**src/rtl/jtag_ahb_pkg.sv**
```systemverilog
// Shared types, widths and DR bit positions for the JTAG-to-AHB access sequencer.
package jtag_ahb_pkg;

    localparam int unsigned DR_WIDTH = 38;
    localparam int unsigned ADDR_W   = 32;
    localparam int unsigned DATA_W   = 32;

    typedef enum logic [1:0] {
        OP_NOP      = 2'b00,
        OP_SET_ADDR = 2'b01,
        OP_WRITE    = 2'b10,
        OP_READ     = 2'b11
    } op_t;

    typedef enum logic [1:0] {
        SZ_BYTE = 2'b00,
        SZ_HALF = 2'b01,
        SZ_WORD = 2'b10,
        SZ_RSVD = 2'b11
    } size_t;

    typedef enum logic {
        ST_IDLE = 1'b0,
        ST_REQ  = 1'b1
    } state_t;

    // Update-DR layout
    localparam int unsigned UPD_OP_HI   = 37;
    localparam int unsigned UPD_OP_LO   = 36;
    localparam int unsigned UPD_SIZE_HI = 35;
    localparam int unsigned UPD_SIZE_LO = 34;
    localparam int unsigned UPD_RSVD_HI = 33;
    localparam int unsigned UPD_RSVD_LO = 32;
    localparam int unsigned PAYLOAD_HI  = 31;
    localparam int unsigned PAYLOAD_LO  = 0;

    // Capture-DR layout
    localparam int unsigned CAP_BUSY = 37;
    localparam int unsigned CAP_BERR = 36;
    localparam int unsigned CAP_OVR  = 35;

    // Address advance for a completed transfer of the given size.
    function automatic logic [ADDR_W-1:0] size_incr(input size_t sz);
        case (sz)
            SZ_BYTE: size_incr = ADDR_W'(1);
            SZ_HALF: size_incr = ADDR_W'(2);
            SZ_WORD: size_incr = ADDR_W'(4);
            default: size_incr = ADDR_W'(0);
        endcase
    endfunction

endpackage

```
**src/rtl/ahb_dr_shift.sv**
```systemverilog
// AHB access data register: parallel capture, LSB-first serial shift, tdo = sr[0].
module ahb_dr_shift
    import jtag_ahb_pkg::*;
#(
    parameter int unsigned WIDTH = DR_WIDTH
) (
    input  logic             clk,
    input  logic             rst_n,
    input  logic             clr,
    input  logic             capture,
    input  logic             shift,
    input  logic [WIDTH-1:0] capture_word,
    input  logic             tdi,
    output logic [WIDTH-1:0] sr,
    output logic             tdo
);

    // Capture has priority over shift; a TAP never asserts both together.
    always_ff @(posedge clk or negedge rst_n) begin
        if (!rst_n) begin
            sr <= '0;
        end else if (clr) begin
            sr <= '0;
        end else if (capture) begin
            sr <= capture_word;
        end else if (shift) begin
            sr <= {tdi, sr[WIDTH-1:1]};
        end
    end

    assign tdo = sr[0];

endmodule

```
**src/rtl/jtag_ahb_ctrl.sv**
```systemverilog
// JTAG-side AHB access sequencer: command decode, address pointer, sticky status
// and a single-outstanding req/ack handshake toward the AHB master bridge.
module jtag_ahb_ctrl
    import jtag_ahb_pkg::*;
#(
    parameter int unsigned DR_WIDTH = jtag_ahb_pkg::DR_WIDTH
) (
    input  logic              TCK,
    input  logic              TRST,
    input  logic              TDI,
    output logic              tdo,
    input  logic              ahb_select,
    input  logic              dr_capture,
    input  logic              dr_shift,
    input  logic              dr_update,
    input  logic              tlr_reset,
    output logic              bus_req,
    output logic              bus_write,
    output logic [1:0]        bus_size,
    output logic [ADDR_W-1:0] bus_addr,
    output logic [DATA_W-1:0] bus_wdata,
    input  logic              bus_ack,
    input  logic              bus_err,
    input  logic [DATA_W-1:0] bus_rdata
);

    logic [DR_WIDTH-1:0] sr;
    logic [DR_WIDTH-1:0] cap_word;

    state_t              state, state_nxt;
    logic [ADDR_W-1:0]   addr_ptr, addr_nxt;
    logic [DATA_W-1:0]   rdata_q, rdata_nxt;
    logic                berr_q, berr_nxt;
    logic                ovr_q, ovr_nxt;
    logic                req_nxt, write_nxt;
    logic [1:0]          size_nxt;
    logic [ADDR_W-1:0]   baddr_nxt;
    logic [DATA_W-1:0]   wdata_nxt;

    logic                upd_c;
    logic                busy_c;
    op_t                 upd_op;
    size_t               upd_size;
    logic [DATA_W-1:0]   upd_payload;
    logic [1:0]          unused_rsvd;

    assign upd_c       = ahb_select & dr_update;
    assign upd_op      = op_t'(sr[UPD_OP_HI:UPD_OP_LO]);
    assign upd_size    = size_t'(sr[UPD_SIZE_HI:UPD_SIZE_LO]);
    assign upd_payload = sr[PAYLOAD_HI:PAYLOAD_LO];
    assign unused_rsvd = sr[UPD_RSVD_HI:UPD_RSVD_LO];

    assign cap_word = {(state == ST_REQ), berr_q, ovr_q, 3'b000, rdata_q};

    // Serial data register
    ahb_dr_shift #(
        .WIDTH (DR_WIDTH)
    ) u_dr (
        .clk          (TCK),
        .rst_n        (TRST),
        .clr          (tlr_reset),
        .capture      (ahb_select & dr_capture),
        .shift        (ahb_select & dr_shift),
        .capture_word (cap_word),
        .tdi          (TDI),
        .sr           (sr),
        .tdo          (tdo)
    );

    // Next-state: a same-cycle ack retires first, then the updated command is decoded
    always_comb begin
        state_nxt = state;
        addr_nxt  = addr_ptr;
        rdata_nxt = rdata_q;
        berr_nxt  = berr_q;
        ovr_nxt   = ovr_q;
        req_nxt   = bus_req;
        write_nxt = bus_write;
        size_nxt  = bus_size;
        baddr_nxt = bus_addr;
        wdata_nxt = bus_wdata;
        busy_c    = 1'b0;

        if (state == ST_REQ) begin
            if (bus_ack) begin
                state_nxt = ST_IDLE;
                req_nxt   = 1'b0;
                if (bus_err) begin
                    berr_nxt = 1'b1;
                end else begin
                    if (!bus_write) begin
                        rdata_nxt = bus_rdata;
                    end
                    addr_nxt = addr_ptr + size_incr(size_t'(bus_size));
                end
            end else begin
                busy_c = 1'b1;
            end
        end

        if (upd_c) begin
            if (busy_c) begin
                ovr_nxt = 1'b1;
            end else begin
                case (upd_op)
                    OP_NOP: begin
                        if (upd_payload[0]) begin
                            berr_nxt = 1'b0;
                            ovr_nxt  = 1'b0;
                        end
                    end
                    OP_SET_ADDR: begin
                        addr_nxt = upd_payload;
                    end
                    OP_WRITE, OP_READ: begin
                        if (upd_size == SZ_RSVD) begin
                            berr_nxt = 1'b1;
                        end else begin
                            state_nxt = ST_REQ;
                            req_nxt   = 1'b1;
                            write_nxt = (upd_op == OP_WRITE);
                            size_nxt  = upd_size;
                            baddr_nxt = addr_nxt;
                            if (upd_op == OP_WRITE) begin
                                wdata_nxt = upd_payload;
                            end
                        end
                    end
                    default: begin
                    end
                endcase
            end
        end
    end

    // State and registered bus outputs; Test-Logic-Reset clears everything
    always_ff @(posedge TCK or negedge TRST) begin
        if (!TRST) begin
            state     <= ST_IDLE;
            addr_ptr  <= '0;
            rdata_q   <= '0;
            berr_q    <= 1'b0;
            ovr_q     <= 1'b0;
            bus_req   <= 1'b0;
            bus_write <= 1'b0;
            bus_size  <= 2'b00;
            bus_addr  <= '0;
            bus_wdata <= '0;
        end else if (tlr_reset) begin
            state     <= ST_IDLE;
            addr_ptr  <= '0;
            rdata_q   <= '0;
            berr_q    <= 1'b0;
            ovr_q     <= 1'b0;
            bus_req   <= 1'b0;
            bus_write <= 1'b0;
            bus_size  <= 2'b00;
            bus_addr  <= '0;
            bus_wdata <= '0;
        end else begin
            state     <= state_nxt;
            addr_ptr  <= addr_nxt;
            rdata_q   <= rdata_nxt;
            berr_q    <= berr_nxt;
            ovr_q     <= ovr_nxt;
            bus_req   <= req_nxt;
            bus_write <= write_nxt;
            bus_size  <= size_nxt;
            bus_addr  <= baddr_nxt;
            bus_wdata <= wdata_nxt;
        end
    end

endmodule

```
**config.mk**
```make
export PLATFORM = sky130hd
export DESIGN_NAME = jtag_ahb_ctrl
export DESIGN_NICKNAME = d
export VERILOG_FILES = /design/src/rtl/jtag_ahb_pkg.sv /design/src/rtl/ahb_dr_shift.sv /design/src/rtl/jtag_ahb_ctrl.sv
export SDC_FILE = /design/constraint.sdc
export NUM_CORES = 1
export LEC_CHECK = 0
export CELL_PAD_IN_SITES_DETAIL_PLACEMENT = 0
export CELL_PAD_IN_SITES_GLOBAL_PLACEMENT = 1
export CORE_MARGIN = 10
export CORE_UTILIZATION = 43
export DETAILED_ROUTE_END_ITERATION = 16
export PLACE_DENSITY = 0.87
export REMOVE_ABC_BUFFERS = 1
export SLEW_MARGIN = 15
export SYNTH_ARGS = -nofsm -noshare
export SYNTH_HDL_FRONTEND = slang
export SYNTH_SLANG_ARGS = --single-unit
```
**constraint.sdc**
```tcl
create_clock -name TCK -period 3 [get_ports TCK]
set_input_delay 0.6 -clock TCK [delete_from_list [all_inputs] [get_ports TCK]]
set_output_delay 0.6 -clock TCK [all_outputs]
set_load 0.005 [all_outputs]
```
Word level (Yosys, flattened, before mapping)
Cells that the tools add are included.
{"block": "totals", "in_bits": 42, "out_inout_bits": 69, "regBits": 173, "elab_cells": 108}
{"block": "op_classes", "n_addsub": 1, "n_mux": 68, "n_reduce_logical": 15, "n_bitwise": 3, "eq_ne": 10}
{"cell": "$mux W32", "count": 26}
{"cell": "$mux W38", "count": 3}
{"cell": "$add A32 B32 Y32", "count": 1}
{"cell": "$mux W1", "count": 32}
{"cell": "$mux W2", "count": 5}
{"cell": "$reduce_bool A2 Y1", "count": 5}
{"cell": "$pmux W3 S3", "count": 1}
{"cell": "$reduce_bool A3 Y1", "count": 3}
{"cell": "$eq A2 B2 Y1 const B", "count": 4}
{"cell": "$ne A2 B2 Y1 const B", "count": 4}
{"cell": "$reduce_and A4 Y1", "count": 2}
{"cell": "$reduce_and A5 Y1", "count": 1}
{"cell": "$eq A2 B1 Y1 const B", "count": 2}
{"cell": "$logic_not A2 Y1", "count": 2}
{"cell": "$and A1 B1 Y1", "count": 3}
{"cell": "$reduce_and A3 Y1", "count": 1}
{"cell": "$pmux W1 S2", "count": 1}
{"cell": "$reduce_or A2 Y1", "count": 1}

Logic depth before layout (Yosys ltp)
{"block": "depth", "word_depth": 14, "depth_mapped": 9}

By module
Synthesis repeated with hierarchy kept, for this count alone.
{"block": "hier_totals", "cells_unflattened": 760, "area_unflattened_um2": 8042.7}
{"mod": "jtag_ahb_ctrl", "instances": 1, "area_each_um2": 5983.2, "cells_per_inst": 590, "seq_area_each_um2": 3378.2}
{"mod": "ahb_dr_shift", "instances": 1, "area_each_um2": 2059.5, "cells_per_inst": 170, "seq_area_each_um2": 950.9}

Least setup slack after synthesis
No wires, ideal clock.
{"block": "synth_timing", "path_type": "reg-to-reg", "startpoint": "register bus_size[1]", "endpoint": "register addr_ptr[20]", "synth_period_minus_slack_ps": 2245, "slack_ps": 755, "path_stages_with_launch": 10, "arrival_ps": 2151, "path_buffers": 0, "required_time_ps": 2906, "path_cell_list": "dfrtp_1 > nor2_1 > ha_1 > inv_1 > fa_1 > nand2b_1 > a211oi_2 > nand4_1 > xor2_1 > a211oi_1"}
{"block": "synth_between", "elab_chain_len": 13, "elab_cells_between_ends": 15}
{"item": "from (decl)", "line": "jtag_ahb_ctrl.sv:19", "text": "output logic [1:0] bus_size,"}
{"item": "from (signal assigned)", "line": "jtag_ahb_ctrl.sv:168", "text": "bus_size <= size_nxt;"}
{"item": "$eq A2 B2 Y1 (tied with other cells)", "line": "jtag_ahb_pkg.sv:44", "text": "case (sz)"}
{"item": "$pmux W3 S3 (*)", "line": "jtag_ahb_pkg.sv:44"}
{"item": "$mux W32 (*)", "line": "jtag_ahb_ctrl.sv:88", "text": "if (bus_err) begin"}
{"item": "$mux W32 (*)", "line": "jtag_ahb_ctrl.sv:85", "text": "if (bus_ack) begin"}
{"item": "$mux W32 (*)", "line": "jtag_ahb_ctrl.sv:84", "text": "if (state == ST_REQ) begin"}
{"item": "$add A32 B32 Y32 (*)", "line": "jtag_ahb_ctrl.sv:94", "text": "addr_nxt = addr_ptr + size_incr(size_t'(bus_size));"}
{"item": "$mux W32 (*)", "line": "jtag_ahb_ctrl.sv:88"}
{"item": "$mux W32 (*)", "line": "jtag_ahb_ctrl.sv:85"}
{"item": "$mux W32 (*)", "line": "jtag_ahb_ctrl.sv:84"}
{"item": "$mux W32", "line": "jtag_ahb_ctrl.sv:105", "text": "case (upd_op)"}
{"item": "$mux W32", "line": "jtag_ahb_ctrl.sv:102", "text": "if (busy_c) begin"}
{"item": "$mux W32 (*)", "line": "jtag_ahb_ctrl.sv:101", "text": "if (upd_c) begin"}
{"item": "$mux W32 (*)", "line": "jtag_ahb_ctrl.sv:149", "text": "end else if (tlr_reset) begin"}
{"item": "to (signal assigned)", "line": "jtag_ahb_ctrl.sv:162", "text": "addr_ptr <= addr_nxt;"}
{"item": "to (decl)", "line": "jtag_ahb_ctrl.sv:31", "text": "logic [ADDR_W-1:0] addr_ptr, addr_nxt;"}
Every way passes the cells marked *; elsewhere a longest branch is shown, timed or not. The select of a mux whose other input is x is not followed.
A chain may end at the register's enable or synchronous reset.

Worst setup path in the final report
{"block": "layout_timing", "startpoint": "register bus_size[1]", "endpoint": "register addr_ptr[22]"}
Same word-level chain as after synthesis.

==> impl_metrics.csv <==
group,metric,value,unit
outcome,status,"complete, no violations",
cells_and_area,nNetsFinal,929,
hold_path,hold_path_class,"primary input to asynchronous set/reset pin",
timing,slew_viol_final,0,
die,die_area,24300,um2
timing,worst_pin_slew,725,ps
placement,dpl.hpwl,14.5,mm
cells_and_area,diodes,0,
die,die_w,156,um
detailed_routing,avgRoutedWirePerCell,19.1,um
run,cap_violations,0,
timing,fin_setup_tns,0,ps
power_and_ir_drop,p_comb_frac,0.066,
logic_synthesis,syn_avg_cell_area,10.1,um2
cts,cts_max_level,4,
cts,holdBufCountCts,0,
cells_and_area,nFillCells,1557,
power_and_ir_drop,p_sw_frac,0.249,
cts,clk_latency,430,ps
die,die_h,156,um
power_and_ir_drop,p_int,3.66,mW
critical_path,required,3330,ps
timing,slew_headroom,0.516,
detailed_routing,drtAntennaViolNets,0,
logic_synthesis,synth-seq-area-share,0.544,
critical_path,path_class,"flip-flop to flip-flop",
placement,place.gp.congestion,0.888,
logic_synthesis,async_flop_share,1.00,
die,ios,111,
timing,rsz0062_at_grt,"false",
logic_synthesis,synth_area_leader_cell,"dfrtp_1",
logic_synthesis,syn_area,7950,um2
grt,grt.overflow.total,0,
power_and_ir_drop,power_frac_seq,0.489,
critical_path,cpMaxStageDelayCell,"dfrtp_1",
grt,grt_usage,0.183,
timing,period_share,0.823,
critical_path,path_delay_family,"adder cells",
logic_synthesis,ys_warn_count,0,
cells_and_area,syn2layout_area_growth,24.8,%
die,start_util,0.440,
cells_and_area,drive_above_1_share,0.0915,
critical_path,critPathCaptureType,"flip-flop",
power_and_ir_drop,pwr-share-clk,0.445,
logic_synthesis,synth_top_area_frac,0.544,
cts,clock_path_buffers,2,
detailed_routing,avgViaCountPerCell,5.60,
logic_synthesis,synth_flop_cell,"dfrtp_1",
placement,place_area,9340,um2
critical_path,critPathArrivalTime,2800,ps
critical_path,crit_buf_inv,2,
logic_synthesis,synth_edf_count,0,
cts,cts_setup_buffers,0,
timing,final.min_clock_period,2470,ps
detailed_routing,wl_met2,9.38,mm
timing,fmax,0.405,GHz
die,coreArea,18100,um2
cells_and_area,multi_input_area,3390,um2
grt,grt_pass1_vias,6410,
detailed_routing,drtPass1Iterations,5,
grt,grt_max_degree,69,
power_and_ir_drop,p_switching,1.21,mW
logic_synthesis,syn_inst,787,
detailed_routing,drc_errors,0,
detailed_routing,wirelength,21.5,mm
die,core.rowCount,49,
logic_synthesis,synth.distinct_cells,48,
logic_synthesis,yosysMostFrequentCell,"dfrtp_1",
detailed_routing,top_layer_used,"met4",
detailed_routing,drtIter0Drc,430,
power_and_ir_drop,peakVddDrop,0.394,mV
cts,cts_tree,"built",
cts,root_buffer,"clkbuf_16",
logic_synthesis,ys_seq_elements,173,
cells_and_area,regArea,4330,um2
critical_path,crit_fanout,7,
placement,io_buffer_count,110,
grt,grt_pass1_wl,35.7,mm
critical_path,max_stage_delay,430,ps
timing,finalHoldViolations,0,
cts,ctsResizeCount,0,
critical_path,crit_chain,"nor2_1 > ha_1 > inv_1 > fa_1 > nand2b_1 > a211oi_2 > buf_4 > nand3_1 > xor2_1 > a211oi_1",
power_and_ir_drop,p_leak,4.38,nW
detailed_routing,wl_met3,1.56,mm
cts,cts.clk_slew.worst_paths,70,ps
cts,cts.sinks,173,
logic_synthesis,synth_common_cells,"dfrtp_1 (173), nand2_1 (129), nor2_1 (63)",
timing,finalSetupViolCount,0,
cts,cts_buffers,17,
detailed_routing,met1Wirelength,10.2,mm
power_and_ir_drop,p_per_area,491,nW/um2
detailed_routing,vias,6296,
critical_path,cp-start-kind,"flip-flop",
grt,antenna_found_initial,0,
logic_synthesis,netlist_top_cells_area,"dfrtp_1 (54%), nand2_1 (6.1%), mux2i_1 (4.8%)",
cells_and_area,finalInstanceArea,9920,um2
timing,clock-skew-final,11.3,ps
==> per-stage QoR <==
step                std cells  utilization  setup slack (ps)  hold WS [ps]  power, mW
floorplan                 732            -              67.5           304       2.52
global placement         1093        0.516               186           490       2.75
detailed placement       1093        0.517               309           491       2.75
CTS                      1125        0.549               511           201       4.92
global route             1125        0.549               288           237       5.05
finish                   1125        0.549               530           186       4.87
==> cell usage in the layout, fill, tap and decap left out, types with 20 or more instances in the layout <==
| master | synthesis | final |
|---|---|---|
| nor2_1 | 63 | 61 |
| a22o_1 | 32 | 32 |
| clkdlybuf4s50_1 | 0 | 108 |
| mux2i_1 | 38 | 38 |
| a211oi_1 | 27 | 27 |
| dfrtp_1 | 173 | 173 |
| o21ai_0 | 28 | 28 |
| nand2_1 | 129 | 128 |
| o31ai_1 | 35 | 35 |
| buf_4 | 0 | 20 |
| a21oi_1 | 62 | 62 |
==> sequential cells by signal, summed over array words and instances (netlist names) <==
signal     cells
berr_q         1
rdata_q       32
addr_ptr      32
bus_size       2
ovr_q          1
bus_write      1
u_dr.sr       38
state          1
bus_wdata     32
bus_addr      32
bus_req        1
==> power by group through the flow <==
stage                     registers [mW]  clock network [mW]  logic (mW)
after floorplan                     2.42                   0       0.100
after global placement              2.43                   0       0.322
after detailed placement            2.43                   0       0.326
after CTS                           2.38                2.21       0.327
after global routing                2.38                2.30       0.358
final                               2.38                2.17       0.321
==> per-layer routing <==
layer	global-route usage	up-vias
met3	0.0565	28
met5	0	-
li1	-	3018
met2	0.265	167
met4	0.0598	0
met1	0.254	3083
==> area by class of cell <==
type	instances	area share
Sequential cell	173	0.436
Clock buffer	17	0.0429
Inverter	9	0.00340
Timing Repair Buffer	132	0.131
Multi-Input combinational cell	550	0.342
Clock inverter	15	0.0155
Tap cell	229	0.0289
==> cell families after synthesis <==
family	after synthesis	share of synthesized area
compound gates	205	0.175
xor+xnor	26	0.0286
fa+ha+maj	4	0.00724
buf+inv	64	0.0316
flops	173	0.544
mux	38	0.0478
simple gates	277	0.166
==> path summary, 6_finish.rpt <==
kind,from,depth (start not counted),endpoint,slack [ps]
worst max-delay path,bus_size[1],10,addr_ptr[22],530
worst min-delay path,TRST,1,bus_wdata[7],190
worst max register to register,bus_size[1],10,addr_ptr[22],530
worst min register to register,rdata_q[25],1,rdata_q[25],510
max in group asynchronous,TRST,2,bus_wdata[25],2070
min in group TCK,rdata_q[25],1,rdata_q[25],510
Power figures use the tool's default switching activity.
